$ cat src/rtl/bcd_seg_display.sv
// rtl/bcd_seg_display.sv - binary-to-BCD converter with multiplexed 4-digit 7-segment driver
// Optional feature macro: LEADING_ZERO_BLANK_EN (blank leading zero digits).
module bcd_seg_display #(
  parameter int REFRESH_DIV = 50000
) (
  input  logic        clk,
  input  logic        rst,
  input  logic [13:0] value,
  input  logic        value_valid,
  output logic        busy,
  output logic [15:0] bcd,
  output logic        ovf,
  output logic [6:0]  seg,
  output logic [3:0]  an
);

  localparam int CNT_W = (REFRESH_DIV > 1) ? $clog2(REFRESH_DIV) : 1;
  localparam logic [CNT_W-1:0] CNT_LAST = CNT_W'(REFRESH_DIV - 1);

  localparam logic [6:0] SEG_BLANK = 7'b1111111;
  localparam logic [6:0] SEG_DASH  = 7'b0111111;

  typedef enum logic {
    IDLE,
    CONV
  } state_t;

  state_t      state_q;
  logic        busy_q;
  logic [15:0] bcd_q;
  logic        ovf_q;
  logic [13:0] sh_q;
  logic [19:0] acc_q;
  logic [3:0]  iter_q;
  logic        big_q;

  logic [19:0] acc_adj_d;
  logic [19:0] acc_d;
  logic [13:0] sh_d;

  logic [CNT_W-1:0] refresh_q;
  logic [1:0]       dig_q;

  logic [3:0] nib_d;
  logic       blank_d;
  logic [6:0] seg_d;

  // Add-3 correction on every nibble >= 5, then one left shift of {acc, sh}.
  always_comb begin
    acc_adj_d = acc_q;
    for (int i = 0; i < 5; i++) begin
      if (acc_q[i*4 +: 4] >= 4'd5) begin
        acc_adj_d[i*4 +: 4] = acc_q[i*4 +: 4] + 4'd3;
      end
    end
    acc_d = {acc_adj_d[18:0], sh_q[13]};
    sh_d  = {sh_q[12:0], 1'b0};
  end

  // Conversion FSM: load on strobe, 14 shift-add-3 iterations, commit on the last.
  // A strobe on the commit edge starts the next conversion directly.
  always_ff @(posedge clk) begin
    if (rst) begin
      state_q <= IDLE;
      busy_q  <= 1'b0;
      bcd_q   <= 16'h0000;
      ovf_q   <= 1'b0;
      sh_q    <= 14'd0;
      acc_q   <= 20'd0;
      iter_q  <= 4'd0;
      big_q   <= 1'b0;
    end else begin
      case (state_q)
        IDLE: begin
          if (value_valid) begin
            sh_q    <= value;
            acc_q   <= 20'd0;
            iter_q  <= 4'd0;
            big_q   <= (value > 14'd9999);
            state_q <= CONV;
            busy_q  <= 1'b1;
          end
        end
        CONV: begin
          acc_q  <= acc_d;
          sh_q   <= sh_d;
          iter_q <= iter_q + 4'd1;
          if (iter_q == 4'd13) begin
            bcd_q <= acc_d[15:0];
            ovf_q <= (acc_d[19:16] != 4'd0) || big_q;
            if (value_valid) begin
              sh_q    <= value;
              acc_q   <= 20'd0;
              iter_q  <= 4'd0;
              big_q   <= (value > 14'd9999);
              state_q <= CONV;
              busy_q  <= 1'b1;
            end else begin
              state_q <= IDLE;
              busy_q  <= 1'b0;
            end
          end
        end
        default: begin
          state_q <= IDLE;
          busy_q  <= 1'b0;
        end
      endcase
    end
  end

  // Free-running refresh divider; the digit index advances on each wrap.
  always_ff @(posedge clk) begin
    if (rst) begin
      refresh_q <= '0;
      dig_q     <= 2'd0;
    end else if (refresh_q == CNT_LAST) begin
      refresh_q <= '0;
      dig_q     <= dig_q + 2'd1;
    end else begin
      refresh_q <= refresh_q + 1'b1;
    end
  end

  function automatic logic [6:0] seg_of(input logic [3:0] n);
    case (n)
      4'd0:    seg_of = 7'b1000000;
      4'd1:    seg_of = 7'b1111001;
      4'd2:    seg_of = 7'b0100100;
      4'd3:    seg_of = 7'b0110000;
      4'd4:    seg_of = 7'b0011001;
      4'd5:    seg_of = 7'b0010010;
      4'd6:    seg_of = 7'b0000010;
      4'd7:    seg_of = 7'b1111000;
      4'd8:    seg_of = 7'b0000000;
      4'd9:    seg_of = 7'b0010000;
      default: seg_of = SEG_BLANK;
    endcase
  endfunction

  // Select the scanned nibble and decide blanking; seg is derived from the
  // same index register as an, so both switch on the same edge.
  always_comb begin
    nib_d   = bcd_q[dig_q*4 +: 4];
    blank_d = 1'b0;
`ifdef LEADING_ZERO_BLANK_EN
    case (dig_q)
      2'd3:    blank_d = (bcd_q[15:12] == 4'd0);
      2'd2:    blank_d = (bcd_q[15:8] == 8'd0);
      2'd1:    blank_d = (bcd_q[15:4] == 12'd0);
      default: blank_d = 1'b0;
    endcase
`else
    blank_d = 1'b0;
`endif
    if (ovf_q) begin
      seg_d = SEG_DASH;
    end else if (blank_d) begin
      seg_d = SEG_BLANK;
    end else begin
      seg_d = seg_of(nib_d);
    end
  end

  assign busy = busy_q;
  assign bcd  = bcd_q;
  assign ovf  = ovf_q;
  assign seg  = seg_d;
  assign an   = ~(4'b0001 << dig_q);

endmodule

$ cat config.mk
export PLATFORM = sky130hd
export DESIGN_NAME = bcd_seg_display
export DESIGN_NICKNAME = d
export VERILOG_FILES = /design/src/rtl/bcd_seg_display.sv
export SDC_FILE = /design/constraint.sdc
export NUM_CORES = 1
export LEC_CHECK = 0
export BUFFER_PORTS_ARGS = -buffer_cell sky130_fd_sc_hd__buf_2
export CAP_MARGIN = 20
export CORE_MARGIN = 5
export CORE_UTILIZATION = 45
export CTS_CLUSTER_SIZE = 28
export DETAILED_ROUTE_END_ITERATION = 7
export PLACE_DENSITY = 0.69
export SYNTH_ARGS = -nofsm -noshare
export SYNTH_HDL_FRONTEND = slang
export SYNTH_SLANG_ARGS = --single-unit
$ cat constraint.sdc
create_clock -name clk -period 1.8 [get_ports clk]
set_input_delay 0.18 -clock clk [delete_from_list [all_inputs] [get_ports clk]]
set_output_delay 0.18 -clock clk [all_outputs]
set_load 0.1 [all_outputs]
==> results.md <==
• 10430 um^2 — Die ar.
• sh_q[0] — end point of the worst hold path
• built — CTS tree
• 76 — Synth Register Bits
• complete, but fails checks — result of the run
• 1.62 ns — worst path required time
• 2.320 ns — post-layout minimum cycle time
• 0 — Diodes inserted
• 712 — final-layout fill cell count
• 0.433 — Clk network pwr share
• mux4_2 — critical path's slowest cell
• in -> reg — path class of the lowest-slack min-delay path
• 0.01087 ns — setup skew after layout
• -0.5201 ns — minimum setup slack in the final design
• 61 — pin count of the biggest net entering global routing
• value[0] — hold_sp
• 13.29 um — average wire per cell in the routed design
• dfxtp_1 (40%), nor2_1 (7.5%), ha_1 (7.2%) — largest cells by area after synthesis
• 0 — async set-reset flop share out of synthesis
• 0 — maximum capacitance violations
• 6095 um — estimated wirelength of the detail-placed design
• 0.35 ns — clock insertion delay at the later pin of the skew report
• flip-flop — Worst setup SP type
• 0.57 ns — max incr delay on CP
• 774.6 uW — net load switching power
• 0.15 ns — reg-to-reg slack, setup
• 0.6621 — relative slew slack
• 618 — instance count after placement with tap cells included
• 431.0 MHz — f_max
• 8.320 um^2 — syn_area_per_cell
• 2 — Longest Clk Path Bufs
• multiplexers — kind of cell adding the most delay to the critical path
• 498 — Syn Nets
• 46 — number of I/O pins
• 3445 uW — total design power
• 3 — Min-Delay Path Depth
• reg -> out — Setup CP Type
• 0 — number of synthesis warnings
• 3166 — number of global-route vias before repair
• 0 — total grt overflow
• 0.3984 — sequential share of the synthesized area
• 45 — input/output buffers
• 637 — Final Non-Filler Cells
• 0.5104 ns — worst-margin pin slew
• 0 — count of nets left with antenna violations after detail routing
• 2670 uW — internal power of the cells
• dig_q[0] — critical path startpoint
• negative setup slack — violated checks
• dfxtp_1 — dominant register cell in the synthesized netlist
• 566 — net total in the final layout
• 8258 um^2 — Placeable Area
• 0.501 — portion of total power attributed to sequential cells
• 0.2782 — ratio of cells with drive above 1 in the final layout
• 0 — EDFF count, synth
• 0 — max-slew violations
• 4 — Worst Path Buf+Inv
• 43 — distinct cell type count after synthesis
• 155 — number of DRC violations after detailed-routing iteration 0
• 0.07 ns — clock edge transition at the registers on the reported setup and hold paths
• 0.8123 — final weighted congestion in routability-driven placement
• 3321 — overall via count from detail_route
• 0.0003485 V — worst voltage drop across the vdd grid
• 0.3984 — fraction of synthesized cell area taken by the top area cell type
• 0.4624 — starting utilization of the core area
• 8463 um — post-detailed-routing wire length
• yes — setup repair after global routing missed its margin
• dfxtp_1 (76), nor2_1 (76), nand2_1 (54) — leading cell types by count after synthesis
• 102.1 um — die width
• 693.0 nW/um^2 — power per cell area
• 5.214 — number of vias per cell
• 33 — number of rows in the core area
• 30.18% — area grow syn2layout
• -0.2863 ns — Post-Place Setup Slack
• 0.6020 — final cell utilization of the core
• 7 — final setup violating endpoints
• 6 — Reg2Reg Depth
• mux4_2, inv_4, ha_4, inv_2, buf_6, o31ai_4, buf_12 — critical-path cell list
• 3 — Max H-tree Level
• 5 — crit path max fanout
• clkbuf_8 — cell chosen for the clock root
• 0.065 — combinational group share of total power
• 0 — DRC violation count after routing
• 2.14 ns — Arr. time, crit path
• output port — critical path endpoint category
• iter_q[1] — worst reg2reg path startpoint
• 14360 um — wire length of the first global-routing pass
• 0.2248 — Switching Fraction
• 76 — clock tree sinks
• 1.289 — Period Utilization, post-route
• 0.1711 — total global-route track usage
• 0 — final hold violations
• 459 — cell count after synthesis
• dfxtp_1 — cell taking the most area after synthesis
• 0.001941 uW — leakage power figure
• 9 — TritonCTS Buffers
• 4 — router iterations before antenna repair
• ovf — endpoint of the most critical register-to-register path
• 0 — initial antenna violation count
• 102.1 um — die height
• 3819 um^2 — Syn Std Cell Area
==> kinds of logic (layout without fill, tap and decap cells) <==
family	after synthesis	after routing	share of synthesized area
AND/OR/NAND/NOR	189	189	0.2215
AO/OA/AOI/OAI	90	90	0.1573
multiplexers	10	10	0.04030
flip-flops	76	76	0.3984
XOR/XNOR	22	22	0.05243
adder cells (fa/ha/maj)	22	22	0.07208
buffers and inverters	50	123	0.05799
==> what timing repair did <==
| action | CTS | global route |
|---|---|---|
| endpoints found under the setup margin | 12 | 27 |
| hold buffers | 0 | 0 |
| setup buffers | 2 | 1 |
| resized for setup | 17 | 20 |
| pin swaps | 3 | 5 |
==> cell type report <==
type                    instances  area, um^2  area share
well taps                     105       131.4     0.02643
flip-flops and latches         76        1575      0.3169
clock buffers                  14       205.2     0.04128
inverters                      24       92.59     0.01863
multi-input cells             333        2227      0.4480
clock inverters                 2       35.03    0.007048
repair buffers                 83       704.4      0.1417
==> metal layers <==
layer	up-vias	wire length, um	track usage
li1	1718	-	-
met1	1518	3930	0.2233
met2	71	4004	0.2844
met3	14	394	0.03413
met4	0	133	0.05550
met5	-	0	0
==> worst min-delay path, delay by kind of cell <==
kind / cells / cell delay (ns)
buffers and inverters: 1 / 0.08
AND/OR/NAND/NOR: 1 / 0.07
AO/OA/AOI/OAI: 1 / 0.06
==> power by group through the flow <==
stage	clock (uW)	sequential, uW	combinational [uW]
after floorplan	0	1770	141
after global placement	0	1770	223
after detailed placement	0	1770	227
after CTS	1530	1730	227
after global routing	1610	1730	251
final	1490	1730	225
==> registers in the layout, indices dropped and copies added (netlist names) <==
name and flops:
acc_q 20, bcd 16, refresh_q 16, sh_q 14, iter_q 4, dig_q 2
big_q 1, busy 1, ovf 1, state_q 1
==> stage by stage <==
stage	area, um^2	hold WS (ns)	setup TNS [ns]
final	4971	0.07623	-3.448
after global routing	4971	0.08826	-3.960
after CTS	4883	0.07804	-3.570
after detailed placement	4574	0.4354	-1.588
after global placement	4574	0.4293	-1.244
after floorplan	3953	0.2974	-2.568
==> cell usage in the layout (no fill, tap or decap), drive strengths merged, types with 2 or more instances in the layout <==
cell type / count
nand4: 5
o21ai: 12
nand2b: 7
a311oi: 15
mux2i: 6
and3: 2
nor3b: 10
and2: 2
a211oi: 9
a22oi: 12
a21oi: 31
clkbuf: 15
nor4: 3
nand3: 14
nor3: 11
a2bb2oi: 4
or2: 2
xnor2: 15
xor2: 7
buf: 82
inv: 24
ha: 22
nor2: 77
mux4: 4
dfxtp: 76
nand2: 54
==> worst max path at each step <==
| stage | slack [ns] | cells after the start | end |
|---|---|---|---|
| floorplan | -0.50 | 6 | seg[6] |
| global placement | -0.25 | 6 | seg[5] |
| detailed placement | -0.29 | 6 | seg[5] |
| CTS | -0.55 | 7 | seg[6] |
| global route | -0.61 | 7 | seg[2] |
| finish | -0.52 | 7 | seg[2] |
Note: power is estimated with default switching activity, not from simulation.
